$ cat config.mk
export PLATFORM = sky130hd
export DESIGN_NAME = pmc_bank_flat
export DESIGN_NICKNAME = d
export VERILOG_FILES = /design/src/rtl/pmc_pkg.sv /design/src/rtl/pmc_bank_if.sv /design/src/rtl/pmc_seq_divider.sv /design/src/rtl/pmc_bank.sv /design/src/flat_wrapper.sv
export SDC_FILE = /design/constraint.sdc
export NUM_CORES = 2
export LEC_CHECK = 0
export BUFFER_PORTS_ARGS = -buffer_cell sky130_fd_sc_hd__buf_2
export CORE_UTILIZATION = 45
export DETAILED_ROUTE_END_ITERATION = 12
export PLACE_DENSITY_LB_ADDON = 0.3
export SETUP_SLACK_MARGIN = 0.5
export SYNTH_ARGS = -nofsm -noshare
export SYNTH_HDL_FRONTEND = slang
export SYNTH_SLANG_ARGS = --single-unit
$ cat constraint.sdc
create_clock -name clk -period 39.5 [get_ports clk]
set_input_delay 0 -clock clk [delete_from_list [all_inputs] [get_ports clk]]
set_output_delay 0 -clock clk [all_outputs]
set_load 0.005 [all_outputs]
$ cat src/rtl/pmc_pkg.sv
// Shared types and helpers for the performance-monitoring counter bank.
package pmc_pkg;

    localparam int unsigned CNT_W_DEF  = 32;
    localparam int unsigned FRAC_W_DEF = 8;
    // Widest readout bus the zero-extension helper can produce.
    localparam int unsigned OUT_W_MAX  = 1024;

    typedef enum logic [1:0] {
        StIdle,
        StDiv,
        StDone
    } pmc_state_e;

    // Keep the low `width` bits of val and force everything above to zero.
    function automatic logic [OUT_W_MAX-1:0] zext(input logic [OUT_W_MAX-1:0] val,
                                                   input int unsigned width);
        logic [OUT_W_MAX-1:0] ones;
        ones = '1;
        return val & ~(ones << width);
    endfunction

endpackage

$ cat src/rtl/pmc_bank_if.sv
// Control/readout bundle of the counter bank; master drives controls, slave is the bank.
interface pmc_bank_if #(
    parameter int unsigned NUM_CH = 8,
    parameter int unsigned OUT_W  = 256,
    parameter int unsigned SEL_W  = $clog2(NUM_CH)
);

    logic              en;
    logic [NUM_CH-1:0] event_in;
    logic              sat_mode;
    logic              freeze;
    logic              clear;
    logic              snap_req;
    logic [SEL_W-1:0]  rd_sel;
    logic [OUT_W-1:0]  rd_data;
    logic [NUM_CH-1:0] ovf;
    logic              busy;
    logic [OUT_W-1:0]  ratio;
    logic              ratio_valid;
    logic              div0;

    modport master (
        output en, event_in, sat_mode, freeze, clear, snap_req, rd_sel,
        input  rd_data, ovf, busy, ratio, ratio_valid, div0
    );

    modport slave (
        input  en, event_in, sat_mode, freeze, clear, snap_req, rd_sel,
        output rd_data, ovf, busy, ratio, ratio_valid, div0
    );

endinterface

$ cat src/rtl/pmc_seq_divider.sv
// Restoring divider, one quotient bit per cycle MSB first; zero divisor finishes at once
// with an all-ones quotient.
module pmc_seq_divider #(
    parameter int unsigned Q_W = 40
) (
    input  logic           clk,
    input  logic           reset,
    input  logic           start,
    input  logic [Q_W-1:0] dividend,
    input  logic [Q_W-1:0] divisor,
    output logic           busy,
    output logic           done,
    output logic [Q_W-1:0] quotient,
    output logic           div0
);

    localparam int unsigned IW = $clog2(Q_W + 1);

    logic [Q_W-1:0] rem_q;
    logic [Q_W-1:0] dvd_q;
    logic [Q_W-1:0] dvs_q;
    logic [IW-1:0]  iter_q;
    logic           busy_q;
    logic           div0_q;

    // One extra bit keeps the shifted remainder from overflowing before the compare.
    logic [Q_W:0] rem_shift;
    logic         take;

    always_comb begin
        rem_shift = {rem_q, dvd_q[Q_W-1]};
        take      = rem_shift >= {1'b0, dvs_q};
    end

    always_ff @(posedge clk or posedge reset) begin
        if (reset) begin
            rem_q  <= '0;
            dvd_q  <= '0;
            dvs_q  <= '0;
            iter_q <= '0;
            busy_q <= 1'b0;
            div0_q <= 1'b0;
        end else if (start) begin
            rem_q  <= '0;
            dvd_q  <= (divisor == '0) ? '1 : dividend;
            dvs_q  <= divisor;
            iter_q <= IW'(Q_W);
            busy_q <= 1'b1;
            div0_q <= (divisor == '0);
        end else if (busy_q) begin
            if (div0_q) begin
                busy_q <= 1'b0;
            end else begin
                // dvd_q shifts out dividend bits and shifts in quotient bits.
                rem_q  <= Q_W'(take ? rem_shift - {1'b0, dvs_q} : rem_shift);
                dvd_q  <= {dvd_q[Q_W-2:0], take};
                iter_q <= iter_q - IW'(1);
                if (iter_q == IW'(1)) begin
                    busy_q <= 1'b0;
                end
            end
        end
    end

    assign done     = busy_q && (div0_q || (iter_q == IW'(1)));
    assign busy     = busy_q;
    assign quotient = dvd_q;
    assign div0     = div0_q;

endmodule

$ cat src/rtl/pmc_bank.sv
// Performance-monitoring counter bank: event counters, atomic shadow snapshot and a
// fixed-point ratio of two snapshotted channels.
module pmc_bank
    import pmc_pkg::*;
#(
    parameter int unsigned NUM_CH  = 8,
    parameter int unsigned CNT_W   = CNT_W_DEF,
    parameter int unsigned FRAC_W  = FRAC_W_DEF,
    parameter int unsigned OUT_W   = 256,
    parameter int unsigned NUM_IDX = 0,
    parameter int unsigned DEN_IDX = 1
) (
    input logic       clk,
    input logic       reset,
    pmc_bank_if.slave bus
);

    localparam int unsigned Q_W = CNT_W + FRAC_W;
    localparam logic [CNT_W-1:0] CNT_MAX = '1;

    logic [CNT_W-1:0]  cnt [NUM_CH];
    logic [NUM_CH-1:0] ovf_vec;
    logic              count_en;

    assign count_en = bus.en && !bus.freeze;

    for (genvar i = 0; i < NUM_CH; i++) begin : g_ch
        logic [CNT_W-1:0] cnt_q;
        logic             ovf_q;

        always_ff @(posedge clk or posedge reset) begin
            if (reset) begin
                cnt_q <= '0;
                ovf_q <= 1'b0;
            end else if (bus.clear) begin
                cnt_q <= '0;
                ovf_q <= 1'b0;
            end else if (count_en && bus.event_in[i]) begin
                if (cnt_q == CNT_MAX) begin
                    ovf_q <= 1'b1;
                    if (!bus.sat_mode) begin
                        cnt_q <= '0;
                    end
                end else begin
                    cnt_q <= cnt_q + CNT_W'(1);
                end
            end
        end

        assign cnt[i]     = cnt_q;
        assign ovf_vec[i] = ovf_q;
    end

    pmc_state_e       state_q;
    logic [CNT_W-1:0] shadow_q [NUM_CH];
    logic [Q_W-1:0]   ratio_q;
    logic             busy_q;
    logic             ratio_valid_q;
    logic             div0_q;

    logic           div_start;
    logic           div_busy;
    logic           div_done;
    logic           div_div0;
    logic [Q_W-1:0] div_quotient;
    logic [Q_W-1:0] dividend;
    logic [Q_W-1:0] divisor;

    // The divider latches the same pre-edge counts that the shadows capture.
    assign div_start = bus.snap_req && (state_q == StIdle);
    assign dividend  = Q_W'(cnt[NUM_IDX]) << FRAC_W;
    assign divisor   = Q_W'(cnt[DEN_IDX]);

    pmc_seq_divider #(
        .Q_W (Q_W)
    ) u_div (
        .clk      (clk),
        .reset    (reset),
        .start    (div_start),
        .dividend (dividend),
        .divisor  (divisor),
        .busy     (div_busy),
        .done     (div_done),
        .quotient (div_quotient),
        .div0     (div_div0)
    );

    always_ff @(posedge clk or posedge reset) begin
        if (reset) begin
            state_q       <= StIdle;
            ratio_q       <= '0;
            busy_q        <= 1'b0;
            ratio_valid_q <= 1'b0;
            div0_q        <= 1'b0;
            for (int i = 0; i < NUM_CH; i++) begin
                shadow_q[i] <= '0;
            end
        end else begin
            case (state_q)
                StIdle: begin
                    if (div_start) begin
                        for (int i = 0; i < NUM_CH; i++) begin
                            shadow_q[i] <= cnt[i];
                        end
                        ratio_valid_q <= 1'b0;
                        div0_q        <= 1'b0;
                        busy_q        <= 1'b1;
                        state_q       <= StDiv;
                    end
                end
                StDiv: begin
                    if (div_done || !div_busy) begin
                        state_q <= StDone;
                    end
                end
                StDone: begin
                    ratio_q       <= div_quotient;
                    div0_q        <= div_div0;
                    ratio_valid_q <= 1'b1;
                    busy_q        <= 1'b0;
                    state_q       <= StIdle;
                end
                default: state_q <= StIdle;
            endcase
        end
    end

    logic [CNT_W-1:0] rd_word;

    always_comb begin
        rd_word = '0;
        if (32'(bus.rd_sel) < NUM_CH) begin
            rd_word = shadow_q[bus.rd_sel];
        end
    end

    assign bus.rd_data     = OUT_W'(zext(OUT_W_MAX'(rd_word), CNT_W));
    assign bus.ratio       = OUT_W'(zext(OUT_W_MAX'(ratio_q), Q_W));
    assign bus.ovf         = ovf_vec;
    assign bus.busy        = busy_q;
    assign bus.ratio_valid = ratio_valid_q;
    assign bus.div0        = div0_q;

endmodule

$ cat src/flat_wrapper.sv
// flat-port wrapper written by rule: the top's interface ports become plain ports
module pmc_bank_flat import pmc_pkg::*;
#(
    parameter int unsigned NUM_CH  = 8,
    parameter int unsigned CNT_W   = CNT_W_DEF,
    parameter int unsigned FRAC_W  = FRAC_W_DEF,
    parameter int unsigned OUT_W   = 256,
    parameter int unsigned NUM_IDX = 0,
    parameter int unsigned DEN_IDX = 1
)
  (clk, reset, bus_en, bus_event_in, bus_sat_mode, bus_freeze, bus_clear, bus_snap_req, bus_rd_sel, bus_rd_data, bus_ovf, bus_busy, bus_ratio, bus_ratio_valid, bus_div0);
  pmc_bank_if #(.NUM_CH(NUM_CH), .OUT_W(OUT_W)) bus_i ();
  input logic clk;
  input logic reset;
  input wire logic [$bits(bus_i.en)-1:0] bus_en;
  input wire logic [$bits(bus_i.event_in)-1:0] bus_event_in;
  input wire logic [$bits(bus_i.sat_mode)-1:0] bus_sat_mode;
  input wire logic [$bits(bus_i.freeze)-1:0] bus_freeze;
  input wire logic [$bits(bus_i.clear)-1:0] bus_clear;
  input wire logic [$bits(bus_i.snap_req)-1:0] bus_snap_req;
  input wire logic [$bits(bus_i.rd_sel)-1:0] bus_rd_sel;
  output wire logic [$bits(bus_i.rd_data)-1:0] bus_rd_data;
  output wire logic [$bits(bus_i.ovf)-1:0] bus_ovf;
  output wire logic [$bits(bus_i.busy)-1:0] bus_busy;
  output wire logic [$bits(bus_i.ratio)-1:0] bus_ratio;
  output wire logic [$bits(bus_i.ratio_valid)-1:0] bus_ratio_valid;
  output wire logic [$bits(bus_i.div0)-1:0] bus_div0;
  assign bus_i.en = bus_en;
  assign bus_i.event_in = bus_event_in;
  assign bus_i.sat_mode = bus_sat_mode;
  assign bus_i.freeze = bus_freeze;
  assign bus_i.clear = bus_clear;
  assign bus_i.snap_req = bus_snap_req;
  assign bus_i.rd_sel = bus_rd_sel;
  assign bus_rd_data = bus_i.rd_data;
  assign bus_ovf = bus_i.ovf;
  assign bus_busy = bus_i.busy;
  assign bus_ratio = bus_i.ratio;
  assign bus_ratio_valid = bus_i.ratio_valid;
  assign bus_div0 = bus_i.div0;
  pmc_bank #(.NUM_CH(NUM_CH), .CNT_W(CNT_W), .FRAC_W(FRAC_W), .OUT_W(OUT_W), .NUM_IDX(NUM_IDX), .DEN_IDX(DEN_IDX)) u_core (.clk(clk), .reset(reset), .bus(bus_i));
endmodule
==> key figures <==
Status
  – Outcome: finished clean

Power and ir drop
  – Leakage power: 0.0183 µW
  – PwrDens: 53.4 nW/µm²
  – Peak supply drop: 0.0000326 V
  – Power after layout: 2030 µW

Global routing
  – Vias in the first global route: 24.4k
  – First-pass GRT wire length: 145000 µm
  – Congestion Overflow GR: 0
  – GRT Util Overall: 22.7%
  – Initial antenna violation count: 6
  – Largest net degree at the start of global routing: 180

Die
  – Initial Utilization: 45.5%
  – Die Area: 81100 µm²
  – Die span in y: 285 µm
  – Core Area: 79100 µm²
  – # IOs: 541
  – Die width: 285 µm
  – Standard-cell row count: 103

Cells and area
  – Share of layout cells above drive strength 1: 10.2%
  – Area delta synth->final: 5.71%
  – Fin nets: 4068
  – Final core utilization: 48.1%
  – Number of fill cells: 7482
  – Final Cell Area: 38100 µm²

Placed design
  – Pre-CTS WS: 35.55 ns
  – Port bufs: 100
  – Gp weighted congestion: 0.937
  – Post-detail-place hpwl: 65700 µm
  – Post-DP Area: 35600 µm²

Clocking
  – CTS Buf Count: 69
  – Post-CTS setup buffers: 0
  – Clk buf depth: 3
  – CTS Sinks: 653
  – Worst-path clk slew: 0.06 ns
  – CTS tree: built
  – CTS root buf: clkbuf_16
  – H-tree depth: 3
  – Worst-skew pair later-pin latency: 0.62 ns

Setup path
  – Startpoint Class: register
  – WS Path Type: reg2reg
  – Crit. End Element: register
  – Highest net fanout along the worst path: 88
  – WP data required: 40.04 ns
  – Arrival @ worst endpoint: 4.55 ns

Synthesis
  – Synth area leader: dfrtp_1
  – Most used DFF post-synth: dfrtp_1
  – Synth area leaders: dfrtp_1, buf_4, nand2_1
  – Avg Cell Area, Syn: 9.02 µm²
  – Share of synthesized registers carrying an async set or reset: 100%
  – Synthesized area: 36000 µm²
  – Yosys reg bits: 653
  – Number of synthesized flops with an enable pin: 0
  – Cell count after synthesis: 3990
  – Sequential area share after synthesis: 45.4%
  – Synth warn: 0
  – Top cell type's share of synthesized area: 45.4%
  – Distinct cells, synth: 78

STA
  – Final hold viol count: 0
  – Tcrit/Tclk final: 10.1%
  – RSZ-0062 raised after global routing: no
  – Final Max Tran Viols: 0
  – Fin crit period: 4.00 ns
  – Max_slew headroom: 17.5%
  – Final setup vio count: 0
  – Setup_tns: 0 ns
  – Final WS setup: 35.50 ns
  – Clk_skew: 0.0279 ns
  – Least-Margin Pin Slew: 1.23 ns
  – Fmax: 250 MHz

Detailed routing
  – Routed WL: 93300 µm
  – Pre-antenna DRT Iters: 6
  – Vias/cell: 5.30
  – DRC errors left: 0
  – DRT iter0 DRCs: 2793
  – DR vias: 27.1k
  – Remaining antenna violation count: 0
  – Routed WL per cell: 18.3 µm

Worst hold path
  – Hold Path Class: in2async

Flow run
  – Max_cap viols: 0
==> cells in the mapped netlist, drive strengths merged, types with 10 or more instances <==
library cell,instances
and4,34
ha,43
o31ai,23
o22ai,36
dfrtp,653
nand3,99
and3,59
clkbuf,151
or3,37
and2,27
or2,10
nor3,42
nor4,23
o21bai,14
xnor2,67
nand4,71
a21oi,196
a21o,17
nand2,880
buf,482
nor2b,14
mux4,64
o21ai,235
nand2b,15
xor2,115
mux2,71
inv,68
a31oi,17
nor2,333
mux2i,12
==> report_power, final <==
group	total, µW	leakage (µW)	internal (µW)	switching [µW]
Sequential	797	0.00884	740	56.6
Combinational	583	0.00836	216	366
Clock	653	0.00115	380	273
==> worst max-delay path, cell delays in order (launching register included) <==
cell and delay, ns:
dfrtp_1 0.41, nor2_1 0.23, and2_4 0.63, buf_4 0.66, buf_4 0.88, buf_4 0.71
nand2_1 0.12, nand2_1 0.09
==> flip-flops by register name, summed over array words and instances, names as in the netlist <==
name	count
u_core.bus.busy	1
u_core.bus.div0	1
u_core.bus.ratio_valid	1
u_core.g_ch.cnt_q	256
u_core.g_ch.ovf_q	8
u_core.ratio_q	40
u_core.shadow_q	255
u_core.state_q	2
u_core.u_div.busy	1
u_core.u_div.div0	1
u_core.u_div.dvs_q	1
u_core.u_div.iter_q	6
u_core.u_div.quotient	40
u_core.u_div.rem_q	40
==> layer usage <==
layer | share of wire, % | global-route usage, %
met1 | 47 | 34.9
met2 | 44 | 32.9
met3 | 6.8 | 3.32
met4 | 2.4 | 6.75
met5 | 0.016 | 0
==> kinds of logic after synthesis <==
logic type	count (synthesis)	share of synthesized area [%]
AOI/OAI and AO/OA	598	9.58
xor gates and xnor gates	182	4.43
adders and majority gates	44	1.55
buffers and inverters	701	12.1
DFF	653	45.4
muxes	147	6.56
other	1	0.0104
and+or+nand+nor	1664	20.4
==> cells in the final DEF (no fill, tap or decap), types with 67 or more instances in the layout <==
master / n
nand2_1: 879
dfrtp_1: 653
conb_1: 440
nor2_1: 328
o21ai_0: 231
a21oi_1: 196
xor2_1: 115
nand3_1: 99
buf_2: 98
clkbuf_16: 72
nand4_1: 71
mux2_2: 71
xnor2_1: 67
inv_1: 67
==> timing repair <==
action                                 in CTS  in global routing
resized for setup                           0                  0
hold buffers                               12                  0
setup endpoints to repair                   0                  0
endpoints found under the hold margin     133                  0
==> through the flow <==
| stage | hold WS (ns) | std cells |
|---|---|---|
| CTS | 0.0492 | 5109 |
| finish | 0.0272 | 5110 |
| global placement | 0.175 | 4973 |
| global route | 0.0770 | 5109 |
| detailed placement | 0.162 | 4973 |
| floorplan | 0.153 | 4429 |
==> final timing paths <==
check / startpoint / end / slack [ns] / cells past startpoint
min in group clk: bus_freeze / u_core.g_ch[1].ovf_q$_DFFE_PP0P_ / 0.08 / 5
worst min-delay path: reset / u_core.u_div.quotient[33]$_DFFE_PP0P_ / 0.03 / 3
max in group asynchronous: reset / u_core.g_ch[6].cnt_q[14]$_DFFE_PP0P_ / 37.31 / 5
worst max register to register: u_core.state_q[0]$_DFFE_PP0P_ / u_core.shadow_q[38]$_DFFE_PP0P_ / 35.50 / 7
worst max-delay path: u_core.state_q[0]$_DFFE_PP0P_ / u_core.shadow_q[38]$_DFFE_PP0P_ / 35.50 / 7
worst min register to register: u_core.shadow_q[16]$_DFFE_PP0P_ / u_core.shadow_q[16]$_DFFE_PP0P_ / 0.47 / 2
==> final cells by class <==
type                       count  area [µm²]  area share [%]
clock buffer                 103        2130            5.59
tap                         1050        1310            3.45
multi-input combinational   3075       17000            44.7
timing repair buffer         139         853            2.24
inverter                      68         263           0.690
antenna                        1        2.50         0.00658
clock inverter                21         156           0.411
sequential                   653       16300            42.9
Note: power is estimated with default switching activity, not from simulation.
